[src/rtl/beam_scheduler.sv]
// beam_scheduler: sequences ball raster, plate line and playfield border
// onto the X/Y DAC, holding each point for DWELL cycles. Object coordinates
// are latched once per frame so a frame never mixes old and new positions.
module beam_scheduler #(
    parameter int unsigned DWELL       = 4,
    parameter int unsigned BALL_R      = 2,
    parameter logic [7:0]  PADDLE_X    = 8'd4,
    parameter logic [7:0]  PADDLE_HALF = 8'd16,
    parameter logic [7:0]  BORDER_STEP = 8'd8
) (
    input  logic       clk,
    input  logic       reset,
    input  logic       en,
    input  logic [7:0] x_b,
    input  logic [7:0] y_b,
    input  logic [7:0] y_p_mid,
    output logic [7:0] x,
    output logic [7:0] y,
    output logic       blank,
    output logic [1:0] phase,
    output logic       frame_start
);

    typedef enum logic [1:0] {
        PH_IDLE   = 2'd0,
        PH_BALL   = 2'd1,
        PH_PADDLE = 2'd2,
        PH_BORDER = 2'd3
    } phase_t;

    localparam int unsigned STEP  = int'(BORDER_STEP);
    localparam int unsigned SHIFT = $clog2(STEP);
    localparam int unsigned N_PTS = 256 / STEP;

    localparam logic [9:0] BALL_LAST = 10'(2 * BALL_R);
    localparam logic [3:0] ROW_LAST  = 4'(2 * BALL_R);
    localparam logic [9:0] PAD_LAST  = 10'(2 * int'(PADDLE_HALF));
    localparam logic [9:0] BRD_LAST  = 10'(N_PTS - 1);
    localparam logic [7:0] DW_LAST   = 8'(DWELL - 1);

    localparam logic signed [9:0] R_S  = 10'(BALL_R);
    localparam logic signed [9:0] PH_S = $signed({2'b00, PADDLE_HALF});

    // a: inner point index (ball dx, plate k, border k); b: ball row / border edge
    phase_t     phase_q, phase_d;
    logic [9:0] a_q, a_d;
    logic [3:0] b_q, b_d;
    logic [7:0] dwell_q, dwell_d;
    logic [7:0] xb_q, xb_d, yb_q, yb_d, yp_q, yp_d;
    logic [7:0] x_q, x_d, y_q, y_d;
    logic       blank_q, blank_d;
    logic       fs_q, fs_d;
    logic       start;

    logic signed [9:0] cx, cy;
    logic [9:0]        ks;

    function automatic logic [7:0] clamp8(input logic signed [9:0] v);
        if (v < 0)
            return '0;
        else if (v > 10'sd255)
            return '1;
        else
            return v[7:0];
    endfunction

    // Sequencing: dwell counting, point/phase advance, frame latch at boundaries
    always_comb begin
        phase_d = phase_q;
        a_d     = a_q;
        b_d     = b_q;
        dwell_d = dwell_q;
        xb_d    = xb_q;
        yb_d    = yb_q;
        yp_d    = yp_q;
        fs_d    = 1'b0;
        start   = 1'b0;
        if (phase_q == PH_IDLE) begin
            start = en;
        end else if (dwell_q != DW_LAST) begin
            dwell_d = dwell_q + 8'd1;
        end else begin
            dwell_d = '0;
            case (phase_q)
                PH_BALL: begin
                    if (a_q == BALL_LAST) begin
                        a_d = '0;
                        if (b_q == ROW_LAST) begin
                            b_d     = '0;
                            phase_d = PH_PADDLE;
                        end else begin
                            b_d = b_q + 4'd1;
                        end
                    end else begin
                        a_d = a_q + 10'd1;
                    end
                end
                PH_PADDLE: begin
                    if (a_q == PAD_LAST) begin
                        a_d     = '0;
                        phase_d = PH_BORDER;
                    end else begin
                        a_d = a_q + 10'd1;
                    end
                end
                PH_BORDER: begin
                    if (a_q == BRD_LAST) begin
                        a_d = '0;
                        if (b_q == 4'd3) begin
                            b_d     = '0;
                            phase_d = PH_IDLE;
                            start   = en;
                        end else begin
                            b_d = b_q + 4'd1;
                        end
                    end else begin
                        a_d = a_q + 10'd1;
                    end
                end
                default: ;
            endcase
        end
        if (start) begin
            phase_d = PH_BALL;
            a_d     = '0;
            b_d     = '0;
            dwell_d = '0;
            xb_d    = x_b;
            yb_d    = y_b;
            yp_d    = y_p_mid;
            fs_d    = 1'b1;
        end
    end

    // Next point coordinates, derived from next state so outputs stay registered
    always_comb begin
        cx = '0;
        cy = '0;
        ks = a_d << SHIFT;
        case (phase_d)
            PH_BALL: begin
                cx = $signed({2'b00, xb_d}) + $signed(a_d) - R_S;
                cy = $signed({2'b00, yb_d}) + $signed({6'd0, b_d}) - R_S;
            end
            PH_PADDLE: begin
                cx = $signed({2'b00, PADDLE_X});
                cy = $signed({2'b00, yp_d}) - PH_S + $signed(a_d);
            end
            PH_BORDER: begin
                case (b_d[1:0])
                    2'd0: begin cx = $signed(ks);              cy = '0;                     end
                    2'd1: begin cx = 10'sd255;                 cy = $signed(ks);            end
                    2'd2: begin cx = 10'sd255 - $signed(ks);   cy = 10'sd255;               end
                    default: begin cx = '0;                    cy = 10'sd255 - $signed(ks); end
                endcase
            end
            default: ;
        endcase
        x_d     = (phase_d == PH_IDLE) ? '0 : clamp8(cx);
        y_d     = (phase_d == PH_IDLE) ? '0 : clamp8(cy);
        blank_d = (phase_d == PH_IDLE) || (dwell_d == '0 && a_d == '0 && b_d == '0);
    end

    // State and output registers
    always_ff @(posedge clk or negedge reset) begin
        if (!reset) begin
            phase_q <= PH_IDLE;
            a_q     <= '0;
            b_q     <= '0;
            dwell_q <= '0;
            xb_q    <= '0;
            yb_q    <= '0;
            yp_q    <= '0;
            x_q     <= '0;
            y_q     <= '0;
            blank_q <= 1'b1;
            fs_q    <= 1'b0;
        end else begin
            phase_q <= phase_d;
            a_q     <= a_d;
            b_q     <= b_d;
            dwell_q <= dwell_d;
            xb_q    <= xb_d;
            yb_q    <= yb_d;
            yp_q    <= yp_d;
            x_q     <= x_d;
            y_q     <= y_d;
            blank_q <= blank_d;
            fs_q    <= fs_d;
        end
    end

    assign x           = x_q;
    assign y           = y_q;
    assign blank       = blank_q;
    assign phase       = phase_q;
    assign frame_start = fs_q;

endmodule

[config.mk]
export PLATFORM = sky130hd
export DESIGN_NAME = beam_scheduler
export DESIGN_NICKNAME = d
export VERILOG_FILES = /design/src/rtl/beam_scheduler.sv
export SDC_FILE = /design/constraint.sdc
export NUM_CORES = 1
export LEC_CHECK = 0
export ABC_AREA = 1
export BUFFER_PORTS_ARGS = -buffer_cell sky130_fd_sc_hd__clkbuf_2
export CAP_MARGIN = 10
export CELL_PAD_IN_SITES_DETAIL_PLACEMENT = 1
export CELL_PAD_IN_SITES_GLOBAL_PLACEMENT = 1
export CORE_ASPECT_RATIO = 0.8
export CORE_MARGIN = 2
export CORE_UTILIZATION = 37
export DETAILED_ROUTE_END_ITERATION = 8
export PLACE_DENSITY = 0.71
export SKIP_CTS_REPAIR_TIMING = 1
export SYNTH_ARGS = -nofsm -noshare
export SYNTH_HDL_FRONTEND = slang
export SYNTH_SLANG_ARGS = --single-unit
export TNS_END_PERCENT = 20
[constraint.sdc]
create_clock -name clk -period 11.43 [get_ports clk]
set_input_delay 1.143 -clock clk [delete_from_list [all_inputs] [get_ports clk]]
set_output_delay 1.143 -clock clk [all_outputs]
set_load 0.005 [all_outputs]
==> qor.yml <==
p_leak_nw: 3.482
grt_pass1_wl_um: 29000
cp_top_family: "simple AND/OR/NAND/NOR gates"
hold_viol_final: 0
yosys_warnings: 0
endpoint_kind: "flip-flop"
synth_area_per_cell_um2: 7.153
hp-class: "flip-flop to flip-flop"
clock_skew_ps: 12.23
yosys_register_bits: 66
dp_slack_ps: 5694
yosys-top-cells-area: "dfrtp_1 29%, nand2_1 12%, ha_1 11%"
num_vias: 5202
cts_buffer_depth: 2
io_buffers: 46
gp_congestion: 0.8935
overflow: 0
core_area_um2: 14440
drt_iter0_markers: 280
slew_headroom: 0.4027
r2r_setup_slack_ps: 6030
whs_ps: 489.9
fill_cells: 1904
seq_area_frac_synth: 0.2997
slowest_delay_ps: 810
fin_tns_setup_ps: 0
critPathBufInv: 4
dpl.cell_count: 989
synth_top_cell_area_share: 0.2949
path_max_fanout: 53
die_width_um: 140.5
run_status: "completed"
p_per_area_nw_per_um2: 81.88
ant_nets: 0
drcViolationCount: 0
fp.dieH_um: 113.2
setup_viol_count_final: 0
grt_pass1_vias: 5518
min_period_over_period: 0.4724
n_antenna_cell: 0
start_util: 0.3818
cts_tree: "built"
routedWlPerCell_um: 17.18
max_freq_mhz: 185.2
die-area_um2: 15900
drt_pass1_iterations: 4
cts.reportedPaths.clkPinSlew_ps: 60
synth_common_cells: "180 x nand2_1, 123 x inv_1, 65 x dfrtp_1"
numCtsBuffers: 9
cap_violations: 0
dp_hpwl_um: 13680
antenna_found_initial: 0
syn2layout_area_growth_pct: 11.86
p_total_uw: 505.2
yosysTopAreaCell: "dfrtp_1"
rows: 39
viasPerCell: 5.176
critPathKind: "flip-flop to flip-flop"
synthesis.area_um2: 5515
synthArstFlopShare: 1.000
fin_crit_ps: 5399
htreeDepth: 3
slowest_stage: "inv_1"
cp.required_ps: 11700
clkLatencyLatePin_ps: 340
synth_edf_count: 0
ios: 47
clock-sinks: 66
root_buffer: "clkbuf_16"
finalNetCount: 895
grt_max_degree: 67
synth_nets: 850
arrival_ps: 5670
synthFlopType: "dfrtp_1"
worst_slack_ps: 6031
rsz0062_at_grt: "no"
slew_violations: 0
grt_use_total: 0.2328
final_layout_size_suffix_gt1_frac: 0.1827
syn_inst: 771
startpoint_type: "flip-flop"
worstMarginPinSlew_ps: 892.6
yosysMostFrequentCell: "nand2_1"
wl_um: 17260
synth.distinct_cells: 48
fin_cells: 1005
ir_worst_vdd_mv: 0.06893
worst paths after layout:
path | from | end | cells past startpoint
setup / recovery | b_q[0] | y[0] | 25
hold / removal | yb_q[0] | yb_q[0] | 2
setup reg to reg | b_q[0] | y[0] | 25
hold reg to reg | yb_q[0] | yb_q[0] | 2
max in group asynchronous | reset | xb_q[5] | 2
min in group asynchronous | reset | dwell_q[7] | 2
state kept, by name (all words and copies together), names as in the netlist:
name and flops:
a_q 10, dwell_q 8, x 8, xb_q 8
y 8, yb_q 8, yp_q 8, b_q 4
phase 2, blank 1, frame_start 1
layout by cell type, fill, tap and decap left out, types with 5 or more instances in the layout:
master     instances
nor2_1            64
inv_1            123
clkbuf_2          45
nand2_2           10
xnor2_1            8
nand3b_1           7
dfrtp_1           65
nand3_1           64
o21ai_1           17
or2_2             22
o211ai_1           5
o21ai_0           20
xor2_1             9
nand2_1          180
clkbuf_16          9
inv_2             18
nor2_2            14
a21oi_1           21
ha_1              49
nand4_1           15
power by group:
group | internal (mW) | switching (mW)
logic | 0.00351 | 0.00672
registers | 0.234 | 0
clock network | 0.152 | 0.110
total | 0.389 | 0.116
routing by layer:
layer	track usage	wire, um	vias to the layer above
met4	0.05800	253	0
met3	0.03893	873	21
met5	0	0	-
met2	0.3637	7545	122
met1	0.3370	8589	2520
li1	-	-	2539
worst reg2reg max path, cell delays in order, from the launching register on:
cell     delay (ps)
dfrtp_1         460
ha_1            230
nand2_1          70
nor2_1          250
nand4_4         180
nand2_4         150
nand2_4         370
inv_1           830
a21oi_1         100
o21a_1          200
inv_1           130
ha_1            250
inv_1            60
ha_1            200
inv_1            70
fa_1            390
o21ai_0         310
nand2_1         100
nand2_1          80
a21oi_1          80
o21ai_0         180
a21o_1          150
nand2_1          60
nor2_1          180
nand2_4         150
nor2_2          110
per-stage QoR:
stage	area, um2	util
after floorplan	5515	-
final	6170	0.4271
after global placement	5897	0.4083
after global routing	6170	0.4271
after detailed placement	5897	0.4083
after CTS	6170	0.4271
area by class of cell:
cell class	instances	area, um2	area share
clock buffers	11	242.7	0.03934
clock inverters	5	30.03	0.004867
inverters	142	534.3	0.08659
multi-input cells	550	3242	0.5255
flip-flops and latches	66	1653	0.2679
well taps	184	230.2	0.03731
repair buffers	47	237.7	0.03853
kinds of logic (layout without fill, tap and decap cells):
kind of cell    count (synthesis)  count (layout)  share of synthesized area
compound gates                 79              79                    0.08303
xor+xnor                       17              17                    0.02700
fa+ha+maj                      52              52                     0.1221
buf+inv                       155             205                     0.1125
flops                          66              66                     0.2997
simple gates                  402             402                     0.3557
Note: power is estimated with default switching activity, not from simulation.
